**src/rtl/ifetch_pkg.sv**
```systemverilog
// Shared fetch/decode definitions.
// Used by ifetch and the control decoder.
package ifetch_pkg;

  localparam int ADDR_W  = 9;
  localparam int INSTR_W = 16;

  localparam int OPC_MSB = 15;
  localparam int OPC_LSB = 13;
  localparam int OP_MSB  = 12;
  localparam int OP_LSB  = 11;

  localparam logic [2:0] OPC_HALT = 3'b111;

  typedef enum logic {
    RUN,
    HALTED
  } fetch_state_e;

  function automatic logic is_halt(
    input logic [2:0] opc
  );
    return opc == OPC_HALT;
  endfunction

endpackage

```
**src/rtl/ifetch_if.sv**
```systemverilog
// Instruction-memory read port.
// master = fetch side, slave = memory side.
interface ifetch_if
  import ifetch_pkg::*;
#(
  parameter int AW = ADDR_W,
  parameter int DW = INSTR_W
);

  logic          imem_req;
  logic [AW-1:0] imem_addr;
  logic [DW-1:0] imem_rdata;
  logic          imem_rvalid;

  modport master (
    output imem_req,
    output imem_addr,
    input  imem_rdata,
    input  imem_rvalid
  );

  modport slave (
    input  imem_req,
    input  imem_addr,
    output imem_rdata,
    output imem_rvalid
  );

endinterface

```
**src/rtl/ifetch_skid.sv**
```systemverilog
// One-entry {instr, pc} buffer catching
// the response that lands during a stall.
module fetch_skid #(
  parameter int AW = 9,
  parameter int DW = 16
) (
  input  logic          clk,
  input  logic          reset,
  input  logic          flush_i,
  input  logic          load_i,
  input  logic          drain_i,
  input  logic [DW-1:0] instr_i,
  input  logic [AW-1:0] pc_i,
  output logic          valid_o,
  output logic [DW-1:0] instr_o,
  output logic [AW-1:0] pc_o
);

  logic          valid_q;
  logic [DW-1:0] instr_q;
  logic [AW-1:0] pc_q;

  always_ff @(posedge clk) begin
    if (reset) begin
      valid_q <= 1'b0;
      instr_q <= '0;
      pc_q    <= '0;
    end else if (flush_i) begin
      valid_q <= 1'b0;
    end else if (load_i) begin
      valid_q <= 1'b1;
      instr_q <= instr_i;
      pc_q    <= pc_i;
    end else if (drain_i) begin
      valid_q <= 1'b0;
    end
  end

  assign valid_o = valid_q;
  assign instr_o = instr_q;
  assign pc_o    = pc_q;

endmodule

```
**src/rtl/ifetch.sv**
```systemverilog
// Instruction-fetch stage: fetch PC, imem
// request, skid on stall, IF/ID register.
module ifetch #(
  parameter int ADDR_W   = 9,
  parameter int INSTR_W  = 16,
  parameter int RESET_PC = 0
) (
  input  logic               clk,
  input  logic               reset,
  ifetch_if.master           imem,
  input  logic               stall,
  input  logic               redirect,
  input  logic [ADDR_W-1:0]  redirect_pc,
  output logic [INSTR_W-1:0] ifid_instr,
  output logic [ADDR_W-1:0]  ifid_pc,
  output logic               ifid_valid,
  output logic               halted
);

  import ifetch_pkg::*;

  fetch_state_e       state_q;
  logic               halted_q;

  logic [ADDR_W-1:0]  fetch_pc_q, fetch_pc_d;
  logic               inflight_q, inflight_d;

  logic [INSTR_W-1:0] ifid_instr_q, ifid_instr_d;
  logic [ADDR_W-1:0]  ifid_pc_q, ifid_pc_d;
  logic               ifid_valid_q, ifid_valid_d;

  logic               skid_v;
  logic [INSTR_W-1:0] skid_instr;
  logic [ADDR_W-1:0]  skid_pc;

  logic               run, resp, issue;
  logic               skid_load, skid_drain;
  logic               skid_flush;
  logic               ld_valid, halt_load;
  logic [INSTR_W-1:0] ld_instr;
  logic [ADDR_W-1:0]  ld_pc;

  always_comb begin
    run   = (state_q == RUN);
    resp  = inflight_q && imem.imem_rvalid;
    issue = !reset && run && !redirect &&
            !skid_v && !(stall && inflight_q);

    skid_load  = resp && (stall || skid_v);
    skid_drain = !stall && skid_v;

    ld_valid = skid_v || resp;
    ld_instr = imem.imem_rdata;
    ld_pc    = fetch_pc_q;
    unique case (1'b1)
      skid_v: begin
        ld_instr = skid_instr;
        ld_pc    = skid_pc;
      end
      default: ;
    endcase

    halt_load = !redirect && !stall && ld_valid &&
                is_halt(ld_instr[OPC_MSB:OPC_LSB]);
    skid_flush = redirect || halt_load;
  end

  // fetch_pc already points one past an in-flight
  // request, which is exactly the IF/ID pc value
  always_comb begin
    fetch_pc_d   = fetch_pc_q;
    inflight_d   = issue && !halt_load;
    ifid_instr_d = ifid_instr_q;
    ifid_pc_d    = ifid_pc_q;
    ifid_valid_d = ifid_valid_q;
    if (redirect) begin
      fetch_pc_d = redirect_pc;
    end else if (issue) begin
      fetch_pc_d = ADDR_W'(fetch_pc_q + 1'b1);
    end
    if (redirect) begin
      ifid_valid_d = 1'b0;
    end else if (!stall) begin
      ifid_valid_d = ld_valid;
      if (ld_valid) begin
        ifid_instr_d = ld_instr;
        ifid_pc_d    = ld_pc;
      end
    end
  end

  always_ff @(posedge clk) begin
    if (reset) begin
      fetch_pc_q   <= ADDR_W'(RESET_PC);
      inflight_q   <= 1'b0;
      ifid_instr_q <= '0;
      ifid_pc_q    <= '0;
      ifid_valid_q <= 1'b0;
    end else begin
      fetch_pc_q   <= fetch_pc_d;
      inflight_q   <= inflight_d;
      ifid_instr_q <= ifid_instr_d;
      ifid_pc_q    <= ifid_pc_d;
      ifid_valid_q <= ifid_valid_d;
    end
  end

  always_ff @(posedge clk) begin
    if (reset) begin
      state_q  <= RUN;
      halted_q <= 1'b0;
    end else begin
      unique case (state_q)
        RUN: begin
          if (halt_load) begin
            state_q  <= HALTED;
            halted_q <= 1'b1;
          end
        end
        HALTED: begin
          if (redirect) begin
            state_q  <= RUN;
            halted_q <= 1'b0;
          end
        end
        default: begin
          state_q  <= RUN;
          halted_q <= 1'b0;
        end
      endcase
    end
  end

  fetch_skid #(
    .AW (ADDR_W),
    .DW (INSTR_W)
  ) u_skid (
    .clk     (clk),
    .reset   (reset),
    .flush_i (skid_flush),
    .load_i  (skid_load),
    .drain_i (skid_drain),
    .instr_i (imem.imem_rdata),
    .pc_i    (fetch_pc_q),
    .valid_o (skid_v),
    .instr_o (skid_instr),
    .pc_o    (skid_pc)
  );

  assign imem.imem_req  = issue;
  assign imem.imem_addr = fetch_pc_q;

  assign ifid_instr = ifid_instr_q;
  assign ifid_pc    = ifid_pc_q;
  assign ifid_valid = ifid_valid_q;
  assign halted     = halted_q;

endmodule

```
**src/flat_wrapper.sv**
```systemverilog
// flat-port wrapper written by rule: the top's interface ports become plain ports
module ifetch_flat import ifetch_pkg::*;
#(
  parameter int ADDR_W   = 9,
  parameter int INSTR_W  = 16,
  parameter int RESET_PC = 0
)
  (clk, reset, stall, redirect, redirect_pc, ifid_instr, ifid_pc, ifid_valid, halted, imem_imem_req, imem_imem_addr, imem_imem_rdata, imem_imem_rvalid);
  ifetch_if imem_i ();
  input  logic clk;
  input  logic reset;
  input  logic stall;
  input  logic redirect;
  input  logic [ADDR_W-1:0] redirect_pc;
  output logic [INSTR_W-1:0] ifid_instr;
  output logic [ADDR_W-1:0] ifid_pc;
  output logic ifid_valid;
  output logic halted;
  output wire logic [$bits(imem_i.imem_req)-1:0] imem_imem_req;
  output wire logic [$bits(imem_i.imem_addr)-1:0] imem_imem_addr;
  input wire logic [$bits(imem_i.imem_rdata)-1:0] imem_imem_rdata;
  input wire logic [$bits(imem_i.imem_rvalid)-1:0] imem_imem_rvalid;
  assign imem_imem_req = imem_i.imem_req;
  assign imem_imem_addr = imem_i.imem_addr;
  assign imem_i.imem_rdata = imem_imem_rdata;
  assign imem_i.imem_rvalid = imem_imem_rvalid;
  ifetch #(.ADDR_W(ADDR_W), .INSTR_W(INSTR_W), .RESET_PC(RESET_PC)) u_core (.clk(clk), .reset(reset), .imem(imem_i), .stall(stall), .redirect(redirect), .redirect_pc(redirect_pc), .ifid_instr(ifid_instr), .ifid_pc(ifid_pc), .ifid_valid(ifid_valid), .halted(halted));
endmodule
```
**config.mk**
```make
export PLATFORM = sky130hd
export DESIGN_NAME = ifetch_flat
export DESIGN_NICKNAME = d
export VERILOG_FILES = /design/src/rtl/ifetch_pkg.sv /design/src/rtl/ifetch_if.sv /design/src/rtl/ifetch_skid.sv /design/src/rtl/ifetch.sv /design/src/flat_wrapper.sv
export SDC_FILE = /design/constraint.sdc
export NUM_CORES = 1
export LEC_CHECK = 0
export ABC_AREA = 0
export ABC_CLOCK_PERIOD_IN_PS = 1700
export BUFFER_PORTS_ARGS = -buffer_cell sky130_fd_sc_hd__buf_2
export CORE_MARGIN = 5
export CORE_UTILIZATION = 52
export DETAILED_ROUTE_END_ITERATION = 10
export GPL_ROUTABILITY_DRIVEN = 0
export PLACE_DENSITY = 0.79
export SYNTH_ARGS = -nofsm -noshare
export SYNTH_HDL_FRONTEND = slang
export SYNTH_SLANG_ARGS = --single-unit
```
**constraint.sdc**
```tcl
create_clock -name clk -period 1.7 [get_ports clk]
set_input_delay 0.17 -clock clk [delete_from_list [all_inputs] [get_ports clk]]
set_output_delay 0.17 -clock clk [all_outputs]
set_load 0.02 [all_outputs]
```
==> impl_metrics.ini <==
[run_status]
status = completed

[synthesis]
synth_seq_cells = 64
yosys_warnings = 0
syn_area_sq_mm = 0.00262
synth_area_leaders = dfxtp_1 (49%), mux2i_1 (9.9%), a22o_1 (8.4%), a211oi_1 (7.5%), nor2_1 (4.3%)
synth_top_cell_by_area = dfxtp_1
synthCells = 263
synth_most_common_cell = dfxtp_1
synth_edf_count = 0
async_flop_share_pct = 0
synth.top_cell.area_share_pct = 48.9
syn_nets = 294
ys_types = 40
yosys-top-cells-count = dfxtp_1 (64), nor2_1 (30), a211oi_1 (26), mux2i_1 (26), a22o_1 (25)
seq_area_frac_synth_pct = 48.9
synth_flop_cell = dfxtp_1
avgSynthCellArea_sq_um = 9.96

[clocking]
postCtsHoldBufs = 0
htreeDepth = 3
clkTransAtPathRegs_ps = 80
clk_latency_ps = 340
cts-root-buf = clkbuf_8
clock-sinks = 64
cts.path.max_buffers = 2
cts_tree = yes
cts_buffers = 9

[cells_and_area]
area_growth_pct = 29.7
fin_nets = 374
layout-drive-gt1-share_pct = 32.5
stdcell_count = 415
fill_cells = 384
fin_util_pct = 70.5
antenna_cells = 0

[floorplanning]
pin_count = 67
dieHeight_microns = 81.0
die_w_microns = 81.0
fp.dieArea_sq_mm = 0.00656
start_util_pct = 54.4
core.rowCount = 25
core_area_sq_mm = 0.00482

[sta]
relSlewSlack_pct = 79.6
setup_viol = 0
hold_viol = 0
fin_crit_sh_pct = 94.8
fin_skew_ps = 12.2
finalCriticalPeriod_ps = 1610
max_freq_ghz = 0.620
slew_viol_final = 0
worst_pin_slew_ps = 304

[placed_design]
place.detailed.hpwl_mm = 4.42
io_buffers = 66
dp_cells = 397

[detailed_routing]
dr.pass1.iters = 4
drc = 0
drt_iter0_drc = 117
vias_per_cell = 5.55
wl_per_cell_microns = 15.3
num_vias = 2302
drt-total-wl_mm = 6.37
antenna_left = 0

[grt]
grt_max_degree = 47
met3_usage_pct = 4.55
grt_pass1_wl_mm = 10.4
use_met2_pct = 32.8
gr-total-overflow = 0
antenna_found_initial = 0
first_global_vias = 2248
grt_usage_pct = 20.4
use_met1_pct = 26.5
gr-max-usage-layer = met2

[power]
p_per_area_mw_per_mm2 = 1020
cellLeakagePower_nw = 1.38
vdd_drop_max_mv = 0.573

[worst_setup_path]
cp.arrival_ps = 1440
cp-start-kind = flip-flop
worstSetupPathType = reg2out
worst_setup_path_end_kind = primary output
crit_required_ps = 1530
path_max_fanout = 7

[run]
max-cap-violations = 0

[min_path]
min_path_type = in2reg
-- stage by stage --
step                      total power, W  hold slack, ps  worst slack (ps)  setup TNS (ps)  cell area (sq um)
after floorplan                  0.00177             303               136               0               2620
after detailed placement         0.00190             408               134               0               3130
after CTS                        0.00347            57.5             0.130               0               3380
final                            0.00347            58.1              88.3               0               3400
after global routing             0.00358            63.4             -2.03           -2.03               3400
after global placement           0.00190             404               203               0               3130
-- timing repair --
action                     CTS  global route
setup buffers                1             1
gates resized for setup      1             3
setup endpoints to repair    1             4
pin swaps                    1             1
-- cell type report --
cell class	instances	area, sq um	area share, %
sequential	64	1280	37.8
multi-input combinational	176	1250	36.7
timing repair buffer	89	528	15.5
clock buffer	9	124	3.65
clock inverter	7	119	3.50
tap	67	83.8	2.47
inverter	3	12.5	0.368
-- logic make-up (layout without fill, tap and decap cells) --
logic type,after synthesis,after routing,share of synthesized area (%)
flip-flops,64,64,48.9
adder cells (fa/ha/maj),1,1,0.478
AND/OR/NAND/NOR,72,72,13.6
buffers and inverters,23,108,4.20
AO/OA/AOI/OAI,77,77,22.9
multiplexers,26,26,9.94
-- state kept, by name, indices dropped and copies added (netlist names) --
register               count
u_core.halted              1
u_core.u_skid.instr_o     16
u_core.inflight_q          1
u_core.state_q             1
u_core.u_skid.valid_o      1
u_core.ifid_pc             9
u_core.ifid_instr         16
u_core.u_skid.pc_o         9
u_core.ifid_valid          1
u_core.imem.imem_addr      9
-- power breakdown --
| group | internal [W] | total (W) | switching (W) |
|---|---|---|---|
| clock | 0.000976 | 0.00159 | 0.000610 |
| sequential | 0.00153 | 0.00157 | 0.0000305 |
| combinational | 0.000134 | 0.000315 | 0.000181 |
-- layer usage --
layer | up-vias | share of wire, %
li1 | 1146 | -
met1 | 1063 | 45
met2 | 82 | 48
met3 | 11 | 6.2
met4 | 0 | 1.1
met5 | - | 0
-- path summary, 6_finish.rpt --
path / cells past startpoint / endpoint / slack, ps / start
worst max-delay path: 5 / imem_imem_req / 90 / u_core.state_q
worst min-delay path: 2 / u_core.u_skid.instr_o[10] / 60 / imem_imem_rdata[10]
worst max register to register: 5 / u_core.u_skid.instr_o[0] / 90 / u_core.u_skid.valid_o
worst min register to register: 1 / u_core.u_skid.pc_o[6] / 480 / u_core.u_skid.pc_o[6]
-- worst max-delay path, cell delays in order (launching register included) --
cell	delay, ps
dfxtp_2	350
nor4_4	260
nand2_2	110
clkinv_2	110
buf_4	120
buf_2	150
-- cells in the final DEF, fill, tap and decap left out, types with 3 or more instances in the layout --
cell type / n
nor2_1: 29
nand3_1: 5
buf_4: 21
buf_2: 66
and3_1: 5
bufinv_16: 3
mux2i_1: 26
nand2b_1: 3
or3_1: 4
a21oi_1: 9
clkbuf_8: 9
nor2b_1: 5
dfxtp_1: 62
a31oi_1: 4
a211oi_1: 26
a22o_1: 25
nand2_1: 8
Power figures use the tool's default switching activity.
